==> src/rtl/axi4lite_uart_tx_fifo.sv <==
// AXI4-Lite UART transmitter: TX FIFO, programmable baud divider and line serializer.
// Optional parity bit enabled by defining UART_PARITY_EN.
module axi4lite_uart_tx_fifo #(
  parameter int unsigned DATA_BITS  = 8,
  parameter int unsigned FIFO_DEPTH = 16,
  parameter int unsigned DIV_RESET  = 868
) (
  input  logic        ACLK,
  input  logic        ARESET,
  input  logic        AWVALID,
  output logic        AWREADY,
  input  logic [31:0] AWADDR,
  input  logic        WVALID,
  output logic        WREADY,
  input  logic [31:0] WDATA,
  input  logic [3:0]  WSTRB,
  output logic        BVALID,
  input  logic        BREADY,
  output logic [1:0]  BRESP,
  input  logic        ARVALID,
  output logic        ARREADY,
  input  logic [31:0] ARADDR,
  output logic        RVALID,
  input  logic        RREADY,
  output logic [31:0] RDATA,
  output logic [1:0]  RRESP,
  output logic        UART_TXD,
  output logic        IRQ
);

  localparam int unsigned AW = $clog2(FIFO_DEPTH);
  localparam int unsigned LW = AW + 1;
  localparam int unsigned BW = $clog2(DATA_BITS);

  typedef enum logic [2:0] {S_IDLE, S_START, S_DATA, S_PARITY, S_STOP} state_e;

  logic                 awready_q, arready_q, bvalid_q, rvalid_q;
  logic [1:0]           bresp_q;
  logic [31:0]          rdata_q, rd_mux;
  logic [DATA_BITS-1:0] mem_q [FIFO_DEPTH];
  logic [AW-1:0]        wptr_q, rptr_q;
  logic [LW-1:0]        level_q;
  logic [15:0]          div_q, eff_div, baud_q;
  logic                 tx_en_q, irq_en_q, odd_par;
  state_e               state_q;
  logic                 txd_q, par_q;
  logic [BW-1:0]        bit_q;
  logic [DATA_BITS-1:0] shift_q;
  logic                 wr_acc, rd_acc, empty, full, push, pop, flush, wr_err, bit_done, busy;
  logic                 unused_bits;

  assign wr_acc   = awready_q & AWVALID & WVALID;
  assign rd_acc   = arready_q & ARVALID;
  assign empty    = (level_q == '0);
  assign full     = (level_q == LW'(FIFO_DEPTH));
  assign wr_err   = wr_acc & (AWADDR[3:2] == 2'd0) & (!WSTRB[0] | full);
  assign push     = wr_acc & (AWADDR[3:2] == 2'd0) & WSTRB[0] & !full;
  assign flush    = wr_acc & (AWADDR[3:2] == 2'd3) & WDATA[1];
  assign eff_div  = (div_q < 16'd2) ? 16'd2 : div_q;
  assign bit_done = (baud_q == '0);
  assign busy     = (state_q != S_IDLE);
  // STOP may pop directly into the next START so frames run back-to-back.
  assign pop      = tx_en_q & !empty & ((state_q == S_IDLE) | ((state_q == S_STOP) & bit_done));

  assign AWREADY  = awready_q;
  assign WREADY   = awready_q;
  assign ARREADY  = arready_q;
  assign BVALID   = bvalid_q;
  assign BRESP    = bresp_q;
  assign RVALID   = rvalid_q;
  assign RDATA    = rdata_q;
  assign RRESP    = 2'b00;
  assign UART_TXD = txd_q;
  assign IRQ      = irq_en_q & empty & !busy;

  assign unused_bits = ^{AWADDR[31:4], AWADDR[1:0], ARADDR[31:4], ARADDR[1:0], WDATA[31:16], WSTRB[3:1]};

  always_comb begin
    rd_mux = '0;
    case (ARADDR[3:2])
      2'd1:    rd_mux = {16'h0, 8'(level_q), 5'h0, busy, full, empty};
      2'd2:    rd_mux = {16'h0, div_q};
      2'd3:    rd_mux = {28'h0, odd_par, irq_en_q, 1'b0, tx_en_q};
      default: rd_mux = '0;
    endcase
  end

  always_ff @(posedge ACLK) begin
    if (ARESET) begin
      awready_q <= 1'b0;
      arready_q <= 1'b0;
      bvalid_q  <= 1'b0;
      rvalid_q  <= 1'b0;
      bresp_q   <= 2'b00;
      rdata_q   <= '0;
    end else begin
      awready_q <= AWVALID & WVALID & !bvalid_q & !awready_q;
      arready_q <= ARVALID & !rvalid_q & !arready_q;
      if (wr_acc) begin
        bvalid_q <= 1'b1;
        bresp_q  <= wr_err ? 2'b10 : 2'b00;
      end else if (BREADY) begin
        bvalid_q <= 1'b0;
      end
      if (rd_acc) begin
        rvalid_q <= 1'b1;
        rdata_q  <= rd_mux;
      end else if (RREADY) begin
        rvalid_q <= 1'b0;
      end
    end
  end

`ifdef UART_PARITY_EN
  logic odd_par_q;
  assign odd_par = odd_par_q;
`else
  assign odd_par = 1'b0;
`endif

  always_ff @(posedge ACLK) begin
    if (ARESET) begin
      div_q     <= 16'(DIV_RESET);
      tx_en_q   <= 1'b0;
      irq_en_q  <= 1'b0;
`ifdef UART_PARITY_EN
      odd_par_q <= 1'b0;
`endif
    end else if (wr_acc) begin
      if (AWADDR[3:2] == 2'd2) div_q <= WDATA[15:0];
      if (AWADDR[3:2] == 2'd3) begin
        tx_en_q   <= WDATA[0];
        irq_en_q  <= WDATA[2];
`ifdef UART_PARITY_EN
        odd_par_q <= WDATA[3];
`endif
      end
    end
  end

  always_ff @(posedge ACLK) begin
    if (push) mem_q[wptr_q] <= WDATA[DATA_BITS-1:0];
  end

  always_ff @(posedge ACLK) begin
    if (ARESET) begin
      wptr_q  <= '0;
      rptr_q  <= '0;
      level_q <= '0;
    end else if (flush) begin
      rptr_q  <= wptr_q;
      level_q <= '0;
    end else begin
      if (push) wptr_q <= wptr_q + AW'(1);
      if (pop)  rptr_q <= rptr_q + AW'(1);
      case ({push, pop})
        2'b10:   level_q <= level_q + LW'(1);
        2'b01:   level_q <= level_q - LW'(1);
        default: level_q <= level_q;
      endcase
    end
  end

  always_ff @(posedge ACLK) begin
    if (ARESET) begin
      state_q <= S_IDLE;
      txd_q   <= 1'b1;
      baud_q  <= '0;
      bit_q   <= '0;
      shift_q <= '0;
      par_q   <= 1'b0;
    end else if (pop) begin
      state_q <= S_START;
      txd_q   <= 1'b0;
      baud_q  <= eff_div - 16'd1;
      shift_q <= mem_q[rptr_q];
      par_q   <= ^mem_q[rptr_q];
    end else if (busy && !bit_done) begin
      baud_q <= baud_q - 16'd1;
    end else begin
      baud_q <= eff_div - 16'd1;
      case (state_q)
        S_START: begin
          state_q <= S_DATA;
          txd_q   <= shift_q[0];
          bit_q   <= '0;
        end
        S_DATA: begin
          if (bit_q == BW'(DATA_BITS - 1)) begin
`ifdef UART_PARITY_EN
            state_q <= S_PARITY;
            txd_q   <= par_q ^ odd_par;
`else
            state_q <= S_STOP;
            txd_q   <= 1'b1;
`endif
          end else begin
            bit_q   <= bit_q + BW'(1);
            shift_q <= shift_q >> 1;
            txd_q   <= shift_q[1];
          end
        end
        S_PARITY: begin
          state_q <= S_STOP;
          txd_q   <= 1'b1;
        end
        default: begin
          state_q <= S_IDLE;
          txd_q   <= 1'b1;
        end
      endcase
    end
  end

endmodule

==> config.mk <==
export PLATFORM = sky130hd
export DESIGN_NAME = axi4lite_uart_tx_fifo
export DESIGN_NICKNAME = d
export VERILOG_FILES = /design/src/rtl/axi4lite_uart_tx_fifo.sv
export SDC_FILE = /design/constraint.sdc
export NUM_CORES = 1
export LEC_CHECK = 0
export BUFFER_PORTS_ARGS = -buffer_cell sky130_fd_sc_hd__buf_2
export CAP_MARGIN = 20
export CORE_ASPECT_RATIO = 1.25
export CORE_MARGIN = 10
export CORE_UTILIZATION = 30
export DETAILED_ROUTE_END_ITERATION = 8
export PLACE_DENSITY_LB_ADDON = 0.12
export SETUP_SLACK_MARGIN = 0.3
export SYNTH_ARGS = -nofsm -noshare
export SYNTH_HDL_FRONTEND = slang
export SYNTH_SLANG_ARGS = --single-unit
==> constraint.sdc <==
create_clock -name ACLK -period 6.4 [get_ports ACLK]
set_clock_uncertainty 0.1 [all_clocks]
set_input_delay 0 -clock ACLK [delete_from_list [all_inputs] [get_ports ACLK]]
set_output_delay 0 -clock ACLK [all_outputs]
set_load 0.005 [all_outputs]
==> results of run 1 <==
==> state kept, by name (all words and copies together) (netlist names), named ones only <==
name and count:
mem_q 128, RDATA 16, baud_q 16, div_q 16, shift_q 8, level_q 5
rptr_q 4, wptr_q 4, bit_q 3, state_q 3, ARREADY 1, AWREADY 1
BRESP 1, BVALID 1, RVALID 1, UART_TXD 1, irq_en_q 1, tx_en_q 1
==> cells by family after synthesis <==
kind of cell,after synthesis,synth area share
AO/OA/AOI/OAI,122,0.0967
XOR/XNOR,28,0.0265
adder cells (fa/ha/maj),14,0.0197
buffers and inverters,68,0.0377
flip-flops,215,0.604
multiplexers,36,0.0822
other,1,0.000405
AND/OR/NAND/NOR,233,0.133
==> placed cells by master (no fill, tap or decap), types with 6 or more instances in the layout <==
cell	count
edfxtp_1	128
dfxtp_1	85
nor2_1	67
nand2_1	59
buf_2	51
a21oi_1	41
dlygate4sd3_1	38
mux4_2	32
nor3_1	26
a22oi_1	24
clkbuf_16	24
conb_1	19
xnor2_1	17
a211oi_1	14
ha_1	13
inv_1	11
xor2_1	11
nand2b_1	10
nand3_1	9
a221oi_1	9
nand4_1	8
nor2b_1	7
a221o_1	7
o21ai_0	7
buf_4	7
clkinv_2	6
==> per-stage QoR <==
step	utilization	cells	setup slack, ns	cell area (um2)	total power, mW
floorplan	-	735	3.08	9320	1.55
global placement	0.324	1137	2.54	9830	1.58
detailed placement	0.324	1137	2.41	9830	1.58
CTS	0.363	1219	2.41	11000	2.98
global route	0.363	1219	2.11	11000	3.04
finish	0.363	1219	2.47	11000	2.93
==> worst max-delay path: cells and delay by family, from the launching register on <==
kind | cells | cell delay, ns
AND/OR/NAND/NOR | 5 | 1.56
adder cells (fa/ha/maj) | 3 | 1.02
AO/OA/AOI/OAI | 3 | 0.69
flip-flops | 1 | 0.35
buffers and inverters | 2 | 0.17
==> worst min path at each step <==
stage               cells after the start     endpoint      from
detailed placement                      3     div_q[9]  WDATA[9]
finish                                  3   state_q[2]    ARESET
global placement                        3     div_q[8]  WDATA[8]
floorplan                               0  mem_q[0][0]  WDATA[0]
global route                            3   state_q[0]    ARESET
CTS                                     3     RDATA[7]    ARESET
==> cells in the mapped netlist, drive strengths merged, types with 4 or more instances <==
cell type	count
a211oi	17
a21oi	42
a221o	7
a221oi	9
a22oi	24
and2	4
and3	4
buf	34
clkbuf	23
dfxtp	87
edfxtp	128
ha	13
inv	11
mux2i	4
mux4	32
nand2	59
nand2b	10
nand3	9
nand4	9
nor2	67
nor2b	7
nor3	30
nor4	8
nor4b	4
o21ai	7
o31ai	4
or2	4
or3	4
or4	5
xnor2	17
xor2	11
==> metal layers <==
| metal | track usage | vias to the layer above | part of all wire |
|---|---|---|---|
| li1 | - | 2838 | - |
| met2 | 0.221 | 114 | 0.54 |
| met1 | 0.143 | 3001 | 0.41 |
| met5 | 0 | - | 0 |
| met3 | 0.0212 | 30 | 0.037 |
| met4 | 0.0359 | 0 | 0.020 |
==> timing repair <==
action,in CTS,in global routing
resized for setup,0,0
hold buffers,38,0
hold endpoints to repair,162,0
==> layout make-up <==
cell class              count  area [um2]
inverters                  11        41.3
repair buffers             96         688
well taps                 401         502
clock inverters            13         140
fillers                  2973       19300
flip-flops and latches    215        5590
clock buffers              31         657
multi-input cells         452        3390
==> power breakdown <==
part	switching (mW)	total, mW	internal [mW]
Clock	0.553	1.36	0.809
Sequential	0.00769	1.48	1.47
Combinational	0.0542	0.0895	0.0353
==> results.json, run 1 <==
{
  "wl_per_cell_um": 19.2,
  "clock_sinks": 215,
  "tritoncts": "yes",
  "gp_congestion": 0.760,
  "grt_pass1_vias": 6468,
  "core_area_um2": 30300,
  "vias": 5983,
  "critPathSlowestCell": "nor4b_1",
  "firstDrtPassIters": 6,
  "netlist_instances": 717,
  "synth_area_um2": 9250,
  "setup_viol": 0,
  "cts-root-buf": "clkbuf_16",
  "max_slew_margin": 0.370,
  "synth.top_cell.area_share": 0.415,
  "port_buffers": 51,
  "gr-total-overflow": 0,
  "status": "complete, no violations",
  "die-area_um2": 38300,
  "endpoint": "level_q[4]",
  "die_h_um": 216,
  "hold_ws_ns": 0.0362,
  "r2r-end": "level_q[4]",
  "cap_viol_max_count": 0,
  "diodes": 0,
  "die_w_um": 177,
  "antenna_found_initial": 0,
  "end_kind": "register",
  "grt_max_degree": 65,
  "worstPathArrival_ns": 4.29,
  "power_density_nw_per_um2": 266,
  "crit_fanout": 9,
  "peakVddDrop_uv": 150,
  "drive_gt1_frac": 0.188,
  "avgSynthCellArea_um2": 12.9,
  "grt_pass1_wl_mm": 37.0,
  "clk_latency_ns": 0.53,
  "fmax_ghz": 0.254,
  "hold_viol_final": 0,
  "post_drt_via_cell_ratio": 4.91,
  "crit_type": "register to register",
  "p_leak_nw": 3.66,
  "synth-seq-cells": 215,
  "synthArstFlopShare": 0,
  "ys_types": 60,
  "io_pins": 150,
  "drt_iter0_drc": 358,
  "final_nets": 921,
  "worstPathRequired_ns": 6.76,
  "holdCritPathClass": "primary input to register",
  "yosys_warnings": 0,
  "ff2ff_setup_slack_ns": 2.47,
  "setup-tns-final_ns": 0,
  "yosys-top-cells-area": "edfxtp_1 42%, dfxtp_1 19%, mux4_2 7.8%",
  "track_usage": 0.122,
  "path_cells": "inv_1 -> ha_1 -> nor4b_1 -> nand4_4 -> a21oi_4 -> ha_1 -> inv_1 -> fa_1 -> nor2b_1 -> o21ai_0 -> and3_1 -> or4_1 -> a21oi_1",
  "rr_startpoint": "baud_q[0]",
  "clock_path_buffers": 3,
  "fin_crit_sh": 0.614,
  "synth_edf_count": 128,
  "cts_setup_buffers": 0,
  "period_minus_slack_ns": 3.93,
  "rows": 71,
  "drc": 0,
  "worst_slew_pin_slew_ns": 0.946,
  "yosysTopAreaCell": "edfxtp_1",
  "wl_mm": 23.4,
  "cpPeakStageDelay_ns": 0.51,
  "antenna_left": 0,
  "synth.yosys.seq_area_share": 0.604,
  "ys.flop_type": "edfxtp_1",
  "start_kind": "register",
  "place_hpwl_mm": 16.2,
  "numCtsBuffers": 24,
  "path_clk_slew_ns": 0.06,
  "reg2reg_depth": 13,
  "rsz0062_at_grt": "no",
  "cts-htree-levels": 1,
  "slew_violations": 0,
  "syn_to_final_growth_pct": 19.0,
  "critical_path.startpoint": "baud_q[0]",
  "start_util": 0.305
}
(Power assumes the default switching activity.)
==> inputs of run 2 (changes only) <==
--- a/config.mk
+++ b/config.mk
@@ -5,6 +5,7 @@
 export SDC_FILE = /design/constraint.sdc
 export NUM_CORES = 1
 export LEC_CHECK = 0
+export ABC_AREA = 1
 export BUFFER_PORTS_ARGS = -buffer_cell sky130_fd_sc_hd__buf_2
 export CAP_MARGIN = 20
 export CORE_ASPECT_RATIO = 1.25
==> constraint.sdc (replaced) <==
create_clock -name ACLK -period 3.3 [get_ports ACLK]
set_clock_uncertainty 0.1 [all_clocks]
set_input_delay 0 -clock ACLK [delete_from_list [all_inputs] [get_ports ACLK]]
set_output_delay 0 -clock ACLK [all_outputs]
set_load 0.005 [all_outputs]
==> results.json, run 2 <==
{
  "status": "complete, no violations",
  "reg2reg_depth": 14,
  "tritoncts": "yes",
  "largest_register_ffs": 128,
  "grt_max_degree": 65,
  "synth.most_common_cell": "nand2_1",
  "die_h_um": 224,
  "grt_pass1_vias": 7632,
  "worstPathArrival_ns": 3.07,
  "crit_fanout": 6,
  "start_kind": "register",
  "gr-total-overflow": 0,
  "netlist_instances": 1162,
  "track_usage": 0.130,
  "clock_path_buffers": 3,
  "worstPathRequired_ns": 3.65,
  "grt_pass1_wl_mm": 42.8,
  "core_area_um2": 32800,
  "hold_viol_final": 0,
  "gp_congestion": 0.772,
  "yosys-top-cells-area": "edfxtp_1 38%, dfxtp_1 17%, nand2_1 12%",
  "worst_slew_pin_slew_ns": 0.809,
  "final_cell_mix": "323 x nand2_1, 153 x inv_1, 128 x edfxtp_1",
  "fmax_ghz": 0.367,
  "post_drt_via_cell_ratio": 4.48,
  "syn_to_final_growth_pct": 18.7,
  "wl_per_cell_um": 15.7,
  "path_clk_slew_ns": 0.06,
  "holdCritPathClass": "primary input to register",
  "die_w_um": 183,
  "cts_setup_buffers": 0,
  "synth.top_cell.area_share": 0.384,
  "setup-tns-final_ns": 0,
  "layout_commonest_cell": "nand2_1",
  "synth-seq-cells": 215,
  "synth_area_um2": 10000,
  "drt_iter0_drc": 403,
  "ys_types": 42,
  "setup_viol": 0,
  "wl_mm": 26.8,
  "fin_crit_sh": 0.825,
  "antenna_found_initial": 0,
  "synth_common_cells": "323 x nand2_1, 153 x inv_1, 128 x edfxtp_1",
  "peakVddDrop_uv": 292,
  "port_buffers": 51,
  "die-area_um2": 41100,
  "synth_edf_count": 128,
  "firstDrtPassIters": 4,
  "end_kind": "register",
  "cap_viol_max_count": 0,
  "final_nets": 1388,
  "drc": 0,
  "min_delay_path_depth": 4,
  "yosysTopAreaCell": "edfxtp_1",
  "avgSynthCellArea_um2": 8.61,
  "crit_type": "register to register",
  "slew_violations": 0,
  "period_minus_slack_ns": 2.72,
  "yosys_warnings": 0,
  "place_hpwl_mm": 17.9,
  "synth.yosys.seq_area_share": 0.558,
  "clock_sinks": 215,
  "diodes": 0,
  "regMostFlops": "mem_q",
  "cts-root-buf": "clkbuf_16",
  "cts-htree-levels": 1,
  "drive_gt1_frac": 0.110,
  "clk_latency_ns": 0.51,
  "max_slew_margin": 0.461,
  "synthArstFlopShare": 0,
  "antenna_left": 0,
  "ys.flop_type": "edfxtp_1",
  "start_util": 0.305,
  "numCtsBuffers": 25,
  "final_core_util": 0.362,
  "power_density_nw_per_um2": 540,
  "rsz0062_at_grt": "no",
  "io_pins": 150,
  "rows": 74,
  "hold_ws_ns": 0.176,
  "vias": 7640,
  "p_leak_nw": 5.00
}
## run 2: changes by cell type after synthesis, sizes merged, moves of 9 or more
cell    delta
nor3      -21
nand2    +271
xnor2      -9
a221oi     -9
a211oi    -16
a22oi     -24
nor2      +26
a31oi      +9
nand2b    -10
a21oi     +17
nand3    +115
mux4      -32
inv      +148
o21ai     +36
## run 2: worst paths after layout
path         startpoint          to  slack [ns]
max           baud_q[0]  level_q[4]        0.58
min             ARVALID     ARREADY        0.18
max reg2reg   baud_q[0]  level_q[4]        0.58
min reg2reg     ARREADY     ARREADY        0.34
## run 2: logic make-up (layout without fill, tap and decap cells)
family          Yosys count  in the layout  synth area share
compound gates          123            123            0.0683
simple gates            567            567             0.241
fa+ha+maj                14             14            0.0183
xor+xnor                 23             23            0.0209
flops                   215            215             0.558
buf+inv                 219            325            0.0935
other cells               1             19          0.000375
## run 2: critical path, cell delays in order, from the launching register on
cell and delay, ns:
dfxtp_1 0.33, inv_1 0.08, ha_1 0.19, nand2_2 0.11
nor2_4 0.13, nand2_2 0.12, a21oi_4 0.19, ha_1 0.31
inv_1 0.08, fa_1 0.40, o21ai_0 0.23, a21oi_1 0.08
o21ai_0 0.11, o21bai_1 0.09, a21oi_1 0.10
## run 2: per-stage QoR
stage	total power [mW]	instances	setup slack [ns]	area, um2
2_1_floorplan	3.76	1180	0.799	10100
3_3_place_gp	3.97	1612	0.524	10700
3_5_place_dp	3.98	1612	0.580	10700
4_1_cts	6.55	1704	0.570	11900
5_1_grt	6.78	1704	0.345	11900
6_report	6.42	1704	0.578	11900
## run 2: metal layers
metal	up-vias	global-route usage	wire, um
met5	-	0	0
met4	0	0.0389	709
met3	36	0.0229	1150
met2	129	0.227	12900
met1	3548	0.159	12000
li1	3927	-	-
## run 2: what timing repair did
action | 4_1_cts | 5_1_grt
resized for setup | 0 | 0
hold buffers | 46 | 0
hold endpoints to repair | 172 | 0
## run 2: cell type report
class	count	area (um2)
fillers	3477	20900
flip-flops and latches	215	5590
multi-input cells	746	3560
repair buffers	120	888
clock buffers	34	669
inverters	159	597
well taps	418	523
clock inverters	12	60.1
## run 2: power by group
part	internal [mW]	switching, mW	leakage [nW]
logic	0.303	0.586	2.77
clock network	1.42	1.07	0.365
registers	2.95	0.0870	1.86
